### src/rtl/sr_tx_pkg.sv
// Shared definitions for the serial d-link transmitter: state encoding and default word width.
package sr_tx_pkg;

    localparam int SR_TX_WIDTH = 8;

    typedef enum logic [1:0] {
        IDLE  = 2'd0,
        SHIFT = 2'd1,
        PAR   = 2'd2
    } tx_state_e;

endpackage

### src/rtl/sr_tx_bitcnt.sv
// Bit-position counter for sr_piso_tx: clears to zero, counts up on enable, flags cnt==WIDTH-1.
module sr_tx_bitcnt
    import sr_tx_pkg::*;
#(
    parameter int WIDTH = SR_TX_WIDTH,
    localparam int CW   = $clog2(WIDTH)
) (
    input  logic clk,
    input  logic res,
    input  logic clr_i,
    input  logic en_i,
    output logic term_o
);

    logic [CW-1:0] cnt_q, cnt_d;

    always_comb begin
        cnt_d = cnt_q;
        if (clr_i)
            cnt_d = '0;
        else if (en_i)
            cnt_d = cnt_q + CW'(1);
    end

    always_ff @(posedge clk or negedge res) begin
        if (!res)
            cnt_q <= '0;
        else
            cnt_q <= cnt_d;
    end

    // Terminal at WIDTH-1 means the counter never has to wrap.
    assign term_o = (cnt_q == CW'(WIDTH - 1));

endmodule

### src/rtl/sr_piso_tx.sv
// Parallel-in/serial-out transmitter for the serial d link with frame qualifier and done pulse.
// Optional even-parity trailer bit is enabled by defining SR_TX_PARITY_EN.
module sr_piso_tx
    import sr_tx_pkg::*;
#(
    parameter int WIDTH     = SR_TX_WIDTH,
    parameter bit MSB_FIRST = 1'b1
) (
    input  logic             clk,
    input  logic             res,
    input  logic             EN,
    input  logic             in_valid,
    output logic             in_ready,
    input  logic [WIDTH-1:0] din,
    output logic             d,
    output logic             frame,
    output logic             done
);

    tx_state_e        state_q, state_d;
    logic [WIDTH-1:0] shreg_q, shreg_d, shreg_nx;
    logic             d_q, d_d;
    logic             frame_q, frame_d;
    logic             done_q, done_d;
    logic             cnt_clr, cnt_en, cnt_term;
`ifdef SR_TX_PARITY_EN
    logic             par_q, par_d;
`endif

    function automatic logic head(input logic [WIDTH-1:0] w);
        return MSB_FIRST ? w[WIDTH-1] : w[0];
    endfunction

    assign shreg_nx = MSB_FIRST ? {shreg_q[WIDTH-2:0], 1'b0} : {1'b0, shreg_q[WIDTH-1:1]};

    sr_tx_bitcnt #(.WIDTH(WIDTH)) u_bitcnt (
        .clk    (clk),
        .res    (res),
        .clr_i  (cnt_clr),
        .en_i   (cnt_en),
        .term_o (cnt_term)
    );

    // d/frame/done are registered, so next-state logic also computes next output values.
    always_comb begin
        state_d = state_q;
        shreg_d = shreg_q;
        d_d     = d_q;
        frame_d = frame_q;
        done_d  = 1'b0;
        cnt_clr = 1'b0;
        cnt_en  = 1'b0;
`ifdef SR_TX_PARITY_EN
        par_d   = par_q;
`endif
        case (state_q)
            IDLE: begin
                d_d     = 1'b0;
                frame_d = 1'b0;
                if (in_valid) begin
                    shreg_d = din;
                    d_d     = head(din);
                    frame_d = 1'b1;
                    cnt_clr = 1'b1;
                    state_d = SHIFT;
`ifdef SR_TX_PARITY_EN
                    par_d   = ^din;
`endif
                end
            end
            SHIFT: begin
                if (EN) begin
                    if (cnt_term) begin
                        cnt_clr = 1'b1;
`ifdef SR_TX_PARITY_EN
                        state_d = PAR;
                        d_d     = par_q;
`else
                        state_d = IDLE;
                        d_d     = 1'b0;
                        frame_d = 1'b0;
                        done_d  = 1'b1;
`endif
                    end else begin
                        shreg_d = shreg_nx;
                        d_d     = head(shreg_nx);
                        cnt_en  = 1'b1;
                    end
                end
            end
`ifdef SR_TX_PARITY_EN
            PAR: begin
                if (EN) begin
                    state_d = IDLE;
                    d_d     = 1'b0;
                    frame_d = 1'b0;
                    done_d  = 1'b1;
                end
            end
`endif
            default: begin
                state_d = IDLE;
                d_d     = 1'b0;
                frame_d = 1'b0;
            end
        endcase
    end

    always_ff @(posedge clk or negedge res) begin
        if (!res) begin
            state_q <= IDLE;
            shreg_q <= '0;
            d_q     <= 1'b0;
            frame_q <= 1'b0;
            done_q  <= 1'b0;
        end else begin
            state_q <= state_d;
            shreg_q <= shreg_d;
            d_q     <= d_d;
            frame_q <= frame_d;
            done_q  <= done_d;
        end
    end

`ifdef SR_TX_PARITY_EN
    always_ff @(posedge clk or negedge res) begin
        if (!res)
            par_q <= 1'b0;
        else
            par_q <= par_d;
    end
`endif

    assign in_ready = (state_q == IDLE);
    assign d        = d_q;
    assign frame    = frame_q;
    assign done     = done_q;

endmodule

### config.mk
export PLATFORM = sky130hd
export DESIGN_NAME = sr_piso_tx
export DESIGN_NICKNAME = d
export VERILOG_FILES = /design/src/rtl/sr_tx_pkg.sv /design/src/rtl/sr_tx_bitcnt.sv /design/src/rtl/sr_piso_tx.sv
export SDC_FILE = /design/constraint.sdc
export NUM_CORES = 1
export LEC_CHECK = 0
export ABC_CLOCK_PERIOD_IN_PS = 4400
export CORE_MARGIN = 2
export CORE_UTILIZATION = 50
export DETAILED_ROUTE_END_ITERATION = 10
export HOLD_SLACK_MARGIN = 0.12
export PLACE_DENSITY = 0.88
export RECOVER_POWER = 100
export SETUP_SLACK_MARGIN = 0.3
export SLEW_MARGIN = 30
export SYNTH_ARGS = -nofsm -noshare
export SYNTH_HDL_FRONTEND = slang
export SYNTH_SLANG_ARGS = --single-unit
export TNS_END_PERCENT = 5
### constraint.sdc
create_clock -name clk -period 4.4 [get_ports clk]
set_input_delay 0.88 -clock clk [delete_from_list [all_inputs] [get_ports clk]]
set_output_delay 0.88 -clock clk [all_outputs]
set_load 0.005 [all_outputs]
==> results.toml, run 1 <==
[placement]
placed_area_um2 = 818
dpl.cell_count = 92
portBuffers = 15
gp_congestion = 0.692
hpwl_um = 940

[synthesis]
ys_warn_count = 0
netlist_area_um2 = 677
syn_avg_cell_area_um2 = 10.3
yosys.area.top_type_share = 0.518
yosysSeqAreaShare = 0.518
ys_ff_latch = 14
synth_largest_area_cell = "dfrtp_1"
syn_nets = 80
synthCells = 66
synth.distinct_cells = 22
synth.top_cells.by_area = "dfrtp_1 (52%), a21oi_1 (5.9%), o22ai_2 (5.5%)"

[finish]
final_cell_mix = "dfrtp_1 (14), nor2_1 (9), clkdlybuf4s50_1 (9)"
n_antenna_cell = 0
drive_gt1_frac = 0.0750
mostFrequentLayoutCell = "dfrtp_1"
stdcell_area_um2 = 822
fin_cells = 95
nFillCells = 108
nets = 96
syn_to_final_growth_pct = 21.4

[clock_network]
h-tree-depth = 1
clk_path_buf_depth = 2
cts_tree = "done"
clk_latency_ps = 270
cts_hold_buf = 0
ctsResizeCount = 0
path_clk_slew_ps = 80
cts.sinks = 14
root_buffer = "clkbuf_4"
cts_buffers = 3
post-cts-setup-buffer-count = 0

[grt]
overflow = 0
antenna_found_initial = 0
grt_first_pass_wirelength_mm = 2.09
grt_use_total = 0.202
grt_max_degree = 15
grt_pass1_vias = 491

[min_path]
holdCritPathClass = "flop to flop"

[floorplanning]
die_w_um = 40.8
start_util = 0.527
die_area_mm2 = 0.00166
rows = 13
die_height_um = 40.8
ios = 16
core_mm2 = 0.00128

[timing]
tightest_slew_ps = 621
finClkSkew_ps = 1.75
drv_slew = 0
timing.final.crit_share = 0.539
fmax_ghz = 0.421
hold_viol_final = 0
max_slew_margin = 0.585
rsz0062_at_grt = "false"
setup-violations-final = 0
fin_tns_setup_ps = 0
period_needed_ps = 2370

[setup_path]
crit_family = "buffers and inverters"
cp.required_ps = 3520
cp_slowest_cell = "dlygate4sd3_1"
crit_type = "flop to primary output"
crit_chain = "inv_1 -> dlygate4sd3_1"
cp-start-kind = "flop"
worst_ep_arrival_time_ps = 1490
cp_max_fo = 12
end_kind = "primary output"
path_buf_inv = 2
max_stage_delay_ps = 580

[drt]
routed_via_density = 5.44
dr_total_vias = 517
drtPass1Iterations = 4
drtIter0Drc = 12
routedWlPerCell_um = 13.8
ant_nets = 0
drt_wl_total_mm = 1.31
drc = 0

[job]
drv_cap = 0

[power_and_ir_drop]
p_per_area_mw_per_mm2 = 516
ir_worst_vdd_mv = 0.232
leakagePower_nw = 0.375

[status]
status = "finished clean"
==> flip-flops by register name (all words and copies together), names as in the netlist <==
name	cells
u_bitcnt.cnt_q	3
d	1
shreg_q	7
state_q	1
done	1
frame	1
==> per-stage QoR <==
step	utilization	hold WS (ps)	setup WS, ps	total power [mW]
2_1_floorplan	-	471	2930	0.314
3_3_place_gp	0.637	495	2300	0.358
3_5_place_dp	0.637	525	2260	0.369
4_1_cts	0.654	546	2080	0.439
5_1_grt	0.640	566	1920	0.463
6_report	0.640	541	2030	0.424
==> path summary, 6_finish.rpt <==
kind                                                    start                            end  slack [ps]  depth (start not counted)
max in group asynchronous                                 res  u_bitcnt.cnt_q[0]$_DFFE_PN0P_        2940                          1
worst max-delay path                   state_q[0]$_DFFE_PN0P_                       in_ready        2030                          2
worst max register to register  u_bitcnt.cnt_q[0]$_DFFE_PN0P_         shreg_q[2]$_DFFE_PN0P_        2510                          5
worst min-delay path                        frame$_DFFE_PN0P_              frame$_DFFE_PN0P_         540                          2
min in group asynchronous                                 res                  d$_DFFE_PN0P_        1060                          1
worst min register to register              frame$_DFFE_PN0P_              frame$_DFFE_PN0P_         540                          2
==> cell families (layout without fill, tap and decap cells) <==
family	Yosys count	count (layout)	share of synthesized area
AND/OR/NAND/NOR	28	28	0.233
flip-flops	14	14	0.518
buffers and inverters	5	19	0.0462
AO/OA/AOI/OAI	17	17	0.166
adder cells (fa/ha/maj)	2	2	0.0370
==> tightest hold or removal path, cell delays in order (launching register included) <==
cell and delay, ps:
dfrtp_1 370, nand3_1 80, nand2_1 60
==> metal layers <==
layer	global-route usage	share of wire
met1	0.236	0.43
met2	0.316	0.50
met3	0.0652	0.050
met4	0.125	0.0091
met5	0	0
==> final cells by class <==
class	count	area [um^2]	share of cell area
flip-flops and latches	14	350	0.426
clock buffers	3	22.5	0.0274
multi-input cells	47	277	0.336
repair buffers	15	150	0.183
inverters	1	3.75	0.00457
well taps	15	18.8	0.0228
==> where the power goes <==
group / internal, mW / switching [mW] / leakage, nW / total, mW
clock: 0.0317 / 0.0382 / 0.0138 / 0.0699
sequential: 0.179 / 0.0344 / 0.164 / 0.214
combinational: 0.0777 / 0.0631 / 0.196 / 0.141
total: 0.288 / 0.136 / 0.375 / 0.424
==> cell usage after synthesis, drive strengths merged <==
cell type	instances
nand4b	2
o22ai	6
clkbuf	1
dfrtp	14
nand3	2
ha	2
inv	1
o21ai	2
nand2	8
buf	3
and4bb	1
nor2b	1
nor2	9
a21oi	8
nand3b	2
a31oi	1
nand2b	2
and2b	1
Note: power is estimated with default switching activity, not from simulation.
==> inputs of run 2 (changes only) <==
ABC_CLOCK_PERIOD_IN_PS = 1900   (was 4400)
CORE_UTILIZATION = 42   (was 50)
PLACE_DENSITY = 0.8   (was 0.88)
clock period = 1.9 ns   (was 4.4 ns; I/O delays follow)
==> results.toml, run 2 (same netlist as run 1, synthesis figures left out) <==
[status]
status = "finished clean"

[finish]
nets = 98
n_antenna_cell = 0
largest_register_ffs = 7
utilization = 0.558
mostFrequentLayoutCell = "dfrtp_1"
top_regs = "shreg_q (7), u_bitcnt.cnt_q (3)"
stdcell_area_um2 = 841
final_cell_mix = "dfrtp_1 (14), nor2_1 (9), clkdlybuf4s50_1 (9)"
fin_cells = 98
largest_register = "shreg_q"
drive_gt1_frac = 0.0854
syn_to_final_growth_pct = 24.2

[clock_network]
post-cts-setup-buffer-count = 0
cts_buffers = 3
h-tree-depth = 1
cts.sinks = 14
root_buffer = "clkbuf_4"
clk_latency_ps = 270
clk_path_buf_depth = 2
cts_tree = "done"
path_clk_slew_ps = 80

[power_and_ir_drop]
swShare = 0.317
power_mw = 0.988
ir_worst_vdd_mv = 0.560
p_per_area_mw_per_mm2 = 1170
leakagePower_nw = 0.390
netSwitchingPower_mw = 0.313
p_seq_frac = 0.484
p_comb_frac = 0.351
internal-power_mw = 0.674
p_clk_frac = 0.164

[setup_path]
worst_ep_arrival_time_ps = 1220
cp_slowest_cell = "dlygate4sd3_1"
r2r-end = "shreg_q[3]$_DFFE_PN0P_"
end_kind = "primary output"
crit_chain = "dlygate4sd3_1"
cp-start-kind = "flop"
cp-startpoint = "frame$_DFFE_PN0P_"
regToRegSetupSlack_ps = 410
max_stage_delay_ps = 570
worstRegToRegCells = 5
cp.required_ps = 1520
cp_max_fo = 2
cp.depth = 1
crit_family = "buffers and inverters"
r2r_start = "u_bitcnt.cnt_q[0]$_DFFE_PN0P_"
cp-endpoint = "frame"
path_buf_inv = 1
crit_type = "flop to primary output"

[timing]
drv_slew = 0
setup-violations-final = 0
finClkSkew_ps = 2.36
period_needed_ps = 1600
hold_viol_final = 0
fmax_ghz = 0.624
fin_tns_setup_ps = 0
timing.final.crit_share = 0.843
tightest_slew_ps = 646
rsz0062_at_grt = "false"
max_slew_margin = 0.568

[grt]
grt_pass1_vias = 522
grt_use_total = 0.153
grt_max_degree = 15
overflow = 0
grt_first_pass_wirelength_mm = 2.19
antenna_found_initial = 0

[min_path]
hold_path_depth = 2
holdCritPathClass = "flop to flop"

[placement]
gp_congestion = 0.783
dpl.cell_count = 94
placed_area_um2 = 827
portBuffers = 15
hpwl_um = 880

[floorplanning]
rows = 14
die_height_um = 44.1
die_area_mm2 = 0.00195
start_util = 0.449
core_mm2 = 0.00151
die_w_um = 44.1
ios = 16

[drt]
drtPass1Iterations = 4
ant_nets = 0
routed_via_density = 5.56
drtIter0Drc = 6
routedWlPerCell_um = 13.1
dr_total_vias = 545
drt_wl_total_mm = 1.28
drc = 0

[job]
drv_cap = 0
[run 2: final cells by class]
cell class	instances	area, um^2
Fill cell	137	666
Sequential cell	14	350
Multi-Input combinational cell	48	288
Timing Repair Buffer	16	156
Clock buffer	3	22.5
Tap cell	16	20.0
Inverter	1	3.75
[run 2: layer usage]
metal | GRT usage | wire length (um)
met1 | 0.186 | 582
met2 | 0.250 | 626
met3 | 0.0490 | 75
met4 | 0.0606 | 0
met5 | 0 | 0
[run 2: power groups by stage]
stage	combinational [mW]	sequential, mW	clock, mW
floorplan	0.250	0.476	0
global placement	0.352	0.482	0
detailed placement	0.368	0.488	0
CTS	0.367	0.482	0.170
global route	0.401	0.492	0.182
finish	0.347	0.478	0.162
[run 2: per-stage QoR]
step / setup slack [ps] / hold WS [ps]
2_1_floorplan: 496 / 84.4
3_3_place_gp: 297 / 489
3_5_place_dp: 231 / 497
4_1_cts: 344 / 510
5_1_grt: 251 / 549
6_report: 299 / 507
[run 2: worst register-to-register path, cell delays in order (launching register included)]
cell and delay [ps]:
dfrtp_1 420, ha_1 220, ha_1 260, nand3b_4 220, o22ai_1 200, a21oi_1 70
[run 2: worst min path at each step]
| stage | from | slack [ps] | end |
|---|---|---|---|
| final | shreg_q[0]$_DFFE_PN0P_ | 510 | shreg_q[0]$_DFFE_PN0P_ |
| after detailed placement | u_bitcnt.cnt_q[1]$_DFFE_PN0P_ | 500 | u_bitcnt.cnt_q[1]$_DFFE_PN0P_ |
| after global placement | u_bitcnt.cnt_q[1]$_DFFE_PN0P_ | 490 | u_bitcnt.cnt_q[1]$_DFFE_PN0P_ |
| after floorplan | res | 80 | d$_DFFE_PN0P_ |
| after CTS | res | 510 | shreg_q[1]$_DFFE_PN0P_ |
| after global routing | shreg_q[0]$_DFFE_PN0P_ | 550 | shreg_q[0]$_DFFE_PN0P_ |
[run 2: timing repair]
item	4_1_cts	5_1_grt
resized for setup	1	0
gates cloned	0	1
hold buffers	0	0
endpoints found under the setup margin	1	2
